===== src/rtl/alu_seq_pkg.sv =====
// Shared definitions for the ALU sequencer: opcodes, FSM states and instruction field layout.
package alu_seq_pkg;

  localparam int DATA_W  = 32;
  localparam int INSTR_W = 16;

  localparam int OP_HI  = 15;
  localparam int OP_LO  = 13;
  localparam int RD_HI  = 12;
  localparam int RD_LO  = 10;
  localparam int RN_HI  = 9;
  localparam int RN_LO  = 7;
  localparam int RM_HI  = 6;
  localparam int RM_LO  = 4;
  localparam int IMM_HI = 9;
  localparam int IMM_LO = 0;

  localparam logic [2:0] OP_ADD  = 3'b000;
  localparam logic [2:0] OP_SUB  = 3'b001;
  localparam logic [2:0] OP_MOV  = 3'b010;
  localparam logic [2:0] OP_CMP  = 3'b011;
  localparam logic [2:0] OP_MOVI = 3'b100;

  typedef enum logic [1:0] {
    S_IDLE = 2'd0,
    S_READ = 2'd1,
    S_EXEC = 2'd2,
    S_WB   = 2'd3
  } state_t;

  function automatic logic is_legal(input logic [2:0] op);
    return (op <= OP_MOVI);
  endfunction

  function automatic logic writes_rd(input logic [2:0] op);
    return (op == OP_ADD) || (op == OP_SUB) || (op == OP_MOV) || (op == OP_MOVI);
  endfunction

endpackage


===== src/rtl/regfile8x32.sv =====
// Eight 32-bit registers: two asynchronous read ports, one synchronous write port.
// ALU_SEQ_DBG_PORT_EN adds a third asynchronous read port for debug.
module regfile8x32
  import alu_seq_pkg::*;
#(
  parameter int ZERO_R0 = 1
) (
  input  logic              clk,
  input  logic              reset,
  input  logic [2:0]        ra1,
  output logic [DATA_W-1:0] rd1,
  input  logic [2:0]        ra2,
  output logic [DATA_W-1:0] rd2,
  input  logic              we,
  input  logic [2:0]        wa,
  input  logic [DATA_W-1:0] wd
`ifdef ALU_SEQ_DBG_PORT_EN
  ,
  input  logic [2:0]        ra3,
  output logic [DATA_W-1:0] rd3
`endif
);

  logic [DATA_W-1:0] regs [8];
  logic              r0_hard;

  assign r0_hard = (ZERO_R0 != 0);

  always_ff @(posedge clk or posedge reset) begin
    if (reset) begin
      for (int i = 0; i < 8; i++) regs[i] <= '0;
    end else if (we && !(r0_hard && (wa == 3'd0))) begin
      regs[wa] <= wd;
    end
  end

  assign rd1 = (r0_hard && (ra1 == 3'd0)) ? '0 : regs[ra1];
  assign rd2 = (r0_hard && (ra2 == 3'd0)) ? '0 : regs[ra2];

`ifdef ALU_SEQ_DBG_PORT_EN
  assign rd3 = (r0_hard && (ra3 == 3'd0)) ? '0 : regs[ra3];
`endif

endmodule


===== src/rtl/alu_sequencer.sv =====
// Four-state instruction sequencer driving an external ALU and an 8x32 register file.
// Define ALU_SEQ_DBG_PORT_EN to expose the dbg_addr/dbg_data register read port.
module alu_sequencer
  import alu_seq_pkg::*;
#(
  parameter int ZERO_R0 = 1
) (
  input  logic        clk,
  input  logic        reset,
  input  logic [15:0] instr,
  input  logic        instr_valid,
  output logic        instr_ready,
  output logic [31:0] ScrA,
  output logic [31:0] ScrB,
  output logic        ALUControl,
  output logic [2:0]  InstrCode,
  input  logic [31:0] ALUResult,
  input  logic        ALUFlags,
  output logic        done,
  output logic        err,
  output logic        z_flag
`ifdef ALU_SEQ_DBG_PORT_EN
  ,
  input  logic [2:0]  dbg_addr,
  output logic [31:0] dbg_data
`endif
);

  state_t            state;
  logic [15:0]       ir_p0;
  logic [31:0]       res_p2;
  logic              flag_p2;

  logic [2:0]        op;
  logic [2:0]        rd;
  logic [2:0]        rn;
  logic [2:0]        rm;
  logic [31:0]       imm;
  logic [31:0]       rdata_a;
  logic [31:0]       rdata_b;
  logic              rf_we;

  assign op  = ir_p0[OP_HI:OP_LO];
  assign rd  = ir_p0[RD_HI:RD_LO];
  assign rn  = ir_p0[RN_HI:RN_LO];
  assign rm  = ir_p0[RM_HI:RM_LO];
  assign imm = {22'd0, ir_p0[IMM_HI:IMM_LO]};

  // Write happens on the edge leaving WB, so the next READ already sees it.
  assign rf_we = (state == S_WB) && writes_rd(op);

  regfile8x32 #(
    .ZERO_R0(ZERO_R0)
  ) u_rf (
    .clk   (clk),
    .reset (reset),
    .ra1   (rn),
    .rd1   (rdata_a),
    .ra2   (rm),
    .rd2   (rdata_b),
    .we    (rf_we),
    .wa    (rd),
    .wd    (res_p2)
`ifdef ALU_SEQ_DBG_PORT_EN
    ,
    .ra3   (dbg_addr),
    .rd3   (dbg_data)
`endif
  );

  // Stage p0: instruction latch; stage p2: ALU result capture (datapath, not reset)
  always_ff @(posedge clk) begin
    if ((state == S_IDLE) && instr_valid) ir_p0 <= instr;
    if (state == S_EXEC) begin
      res_p2  <= ALUResult;
      flag_p2 <= ALUFlags;
    end
  end

  always_ff @(posedge clk or posedge reset) begin
    if (reset) begin
      state       <= S_IDLE;
      instr_ready <= 1'b1;
      ScrA        <= '0;
      ScrB        <= '0;
      ALUControl  <= 1'b0;
      InstrCode   <= '0;
      done        <= 1'b0;
      err         <= 1'b0;
      z_flag      <= 1'b0;
    end else begin
      case (state)
        S_IDLE: begin
          if (instr_valid) begin
            state       <= S_READ;
            instr_ready <= 1'b0;
          end
        end
        S_READ: begin
          state <= S_EXEC;
          // Illegal opcodes leave the ALU ports untouched.
          if (is_legal(op)) begin
            ScrA       <= rdata_a;
            ScrB       <= (op == OP_MOVI) ? imm : rdata_b;
            ALUControl <= (op == OP_SUB) || (op == OP_CMP);
            InstrCode  <= ((op == OP_MOV) || (op == OP_MOVI)) ? OP_MOV : op;
          end
        end
        S_EXEC: begin
          state <= S_WB;
          done  <= 1'b1;
          err   <= !is_legal(op);
        end
        S_WB: begin
          state       <= S_IDLE;
          instr_ready <= 1'b1;
          done        <= 1'b0;
          err         <= 1'b0;
          if (is_legal(op)) z_flag <= flag_p2;
        end
        default: state <= S_IDLE;
      endcase
    end
  end

endmodule


===== config.mk =====
export PLATFORM = sky130hd
export DESIGN_NAME = alu_sequencer
export DESIGN_NICKNAME = d
export VERILOG_FILES = /design/src/rtl/alu_seq_pkg.sv /design/src/rtl/regfile8x32.sv /design/src/rtl/alu_sequencer.sv
export SDC_FILE = /design/constraint.sdc
export NUM_CORES = 1
export LEC_CHECK = 0
export CELL_PAD_IN_SITES_DETAIL_PLACEMENT = 0
export CELL_PAD_IN_SITES_GLOBAL_PLACEMENT = 1
export CORE_ASPECT_RATIO = 0.9
export CORE_MARGIN = 2
export CORE_UTILIZATION = 50
export DETAILED_ROUTE_END_ITERATION = 7
export MAX_ROUTING_LAYER = met4
export PLACE_DENSITY = 0.9
export SYNTH_ARGS = -nofsm -noshare
export SYNTH_HDL_FRONTEND = slang
export SYNTH_SLANG_ARGS = --single-unit

===== constraint.sdc =====
create_clock -name clk -period 17 [get_ports clk]
set_clock_uncertainty 0.2 [all_clocks]
set_input_delay 2.55 -clock clk [delete_from_list [all_inputs] [get_ports clk]]
set_output_delay 2.55 -clock clk [all_outputs]
set_load 0.02 [all_outputs]

==> metrics.md <==
| Metric | Value |
|---|---|
| Final setup violating endpoints | `0` |
| Max-Cap Viols | `0` |
| Worst reg2reg setup slack | `13.58 ns` |
| Number of H-tree branching levels | `2` |
| Setup TNS | `0 ns` |
| Hold Path Stages | `1` |
| Syn Inst Count | `1150` |
| Capturing point of the worst reg2reg path | `u_rf.regs[174]$_DFFE_PP0P_` |
| Final HPWL from detailed placement | `23280 µm` |
| Number of enable flip-flop cells after synthesis | `49` |
| Synth-to-layout area growth | `17.12%` |
| # placed instances | `1621` |
| Global placement routability congestion | `0.8048` |
| Vias/cell | `6.247` |
| TritonCTS buffer count | `36` |
| Root Driver | `clkbuf_16` |
| FFs w/ async S/R, synth | `85.88%` |
| Avg Cell Area, Syn | `14.03 µm²` |
| Die height | `174.4 µm` |
| Ys Warns | `0` |
| Number of global-route vias before repair | `11100` |
| Sinks on the clock net | `347` |
| Min-delay worst type | `reg2reg` |
| FMAX | `218.2 MHz` |
| I/O pins | `124` |
| Drt total wl | `41090 µm` |
| Arrival @ worst endpoint | `4.88 ns` |
| Crit path launch type | `primary input` |
| Fill count | `2500` |
| Most frequent cells in the layout | `dfrtp_1 (297), mux2_2 (222), clkdlybuf4s50_1 (123)` |
| Least-Margin Pin Slew | `1.234 ns` |
| Clock-pin slew on the worst setup and hold paths | `0.07 ns` |
| Worst Reg2Reg Path Length in Cells | `5` |
| Core area | `31880 µm²` |
| Detailed-route via count | `10530` |
| Largest net degree at the start of global routing | `158` |
| Post-layout nets | `1299` |
| Share of cells above drive strength 1 | `27.50%` |
| Tot GR Track Use | `25.28%` |
| Relative slew slack | `17.40%` |
| Hold Buf Count CTS | `0` |
| Initial antenna violation count | `0` |
| CP max FO | `157` |
| CP Class | `in2async` |
| RSZ-0062 raised after global routing | `no` |
| First-pass GRT wire length | `64120 µm` |
| Remaining antenna violation count after routing | `0` |
| Die Width | `193.4 µm` |
| Hold Slack | `0.2748 ns` |
| Commonest non-fill, non-tap cell in the layout | `dfrtp_1` |
| Non-Filler Instances | `1685` |
| Core Rows | `62` |
| Starting Density | `50.62%` |
| GRT overflow | `0` |
| Drt drc | `0` |
| Synthesized area | `16140 µm²` |
| Worst-case clock buffer depth | `3` |
| Endpoint, Worst Hold | `ScrB[0]$_DFFE_PP0P_` |
| Status | `finished, final reports clean` |
| Clock latency on the worst-skew pair | `0.52 ns` |
| Min-delay src | `ir_p0[0]$_DFFE_PP_` |
| Post-CTS Setup Inserts | `0` |
| Tmin final | `4.584 ns` |
| Number of DRC markers in iteration 0 | `804` |
| Final Cycle Share | `26.96%` |
| Top_reg_cell synth | `dfrtp_1` |
| Syn nets | `1206` |
| Post-cts resize count | `0` |
| Number of distinct library cells after synthesis | `45` |
| Worst setup margin | `12.42 ns` |
| Hold Violations, Final | `0` |
| Reg-to-Reg Start | `ir_p0[15]$_DFFE_PP_` |
| Seq/Total Area, Yosys | `55.33%` |
| Buffers on Ports | `123` |
| WL/cell | `24.39 µm` |
| Post-synthesis register bit count | `347` |
| Pre-Repair DR Iteration Count | `5` |
| Worst VDD drop | `0.1173 mV` |
| Area of the die | `33730 µm²` |
| Placement Setup Slack | `11.81 ns` |
| ANT cells | `0` |
| Fin. max-slew vios | `0` |
| Crit. End Element | `asynchronous set/reset pin` |
| TritonCTS clock tree | `built` |
| Power Dens Cells | `174.8 nW/µm²` |
| Worst Path Required | `17.30 ns` |
| Leakage power | `8.118 nW` |
layer usage:
metal	track usage, %	vias up	part of all wire, %
li1	-	4585	-
met1	33.32	5533	44
met2	41.41	323	49
met3	3.454	86	4.9
met4	7.061	0	2.3
met5	-	-	0
through the flow:
step,utilization (%),instance area (µm²),power [mW]
after detailed placement,55.44,17670,2.494
after global routing,59.28,18900,3.465
after global placement,55.44,17670,2.450
after CTS,59.28,18900,3.318
after floorplan,-,16140,2.081
final,59.28,18900,3.303
state kept, by name (all words and copies together), names as in the netlist, 2 cells and up:
name and count:
res_p2 32, InstrCode 3, ir_p0 16, ScrA 32, u_rf.regs 224, ScrB 32
state 2
cell type report:
cell class	count	area [µm²]	share of cell area (%)
inverters	9	41.29	0.2185
flip-flops and latches	347	8930	47.25
well taps	416	520.5	2.754
multi-input cells	701	6764	35.79
clock buffers	53	1067	5.647
repair buffers	148	1419	7.507
clock inverters	11	158.9	0.8407
cells by family after synthesis:
group,after synthesis,synth area share (%)
AO/OA/AOI/OAI,205,9.769
AND/OR/NAND/NOR,108,3.458
multiplexers,383,28.12
flip-flops,347,55.33
buffers and inverters,102,2.938
adder cells (fa/ha/maj),5,0.3799
synthesized netlist by cell type, types with 32 or more instances:
| library cell | n | area, µm² |
|---|---|---|
| a21oi_1 | 35 | 175.2 |
| mux2i_1 | 99 | 991.0 |
| clkbuf_1 | 48 | 180.2 |
| dfrtp_1 | 297 | 7432 |
| nor2_1 | 39 | 146.4 |
| mux2_2 | 222 | 2500 |
| edfxtp_1 | 49 | 1471 |
| o221ai_1 | 32 | 280.3 |
| o22a_1 | 32 | 280.3 |
| nand2_1 | 41 | 153.9 |
power breakdown:
| group | switching (mW) | internal (mW) | leakage, nW |
|---|---|---|---|
| registers | 0.259 | 1.17 | 4.31 |
| clock network | 0.319 | 0.496 | 0.603 |
| logic | 0.514 | 0.546 | 3.21 |
critical path: stages:
cell and delay [ns]:
clkdlybuf4s50_1 0.49, inv_8 0.71, buf_4 0.91
how the worst max path moves through the flow:
| stage | cells past startpoint | startpoint | to |
|---|---|---|---|
| 6_report | 3 | reset | u_rf.regs[11]$_DFFE_PP0P_ |
| 5_1_grt | 3 | reset | u_rf.regs[75]$_DFFE_PP0P_ |
| 4_1_cts | 3 | reset | u_rf.regs[204]$_DFFE_PP0P_ |
| 3_5_place_dp | 3 | reset | u_rf.regs[140]$_DFFE_PP0P_ |
| 3_3_place_gp | 3 | reset | u_rf.regs[140]$_DFFE_PP0P_ |
| 2_1_floorplan | 1 | reset | ALUControl$_DFFE_PP0P_ |
(Power assumes the default switching activity.)
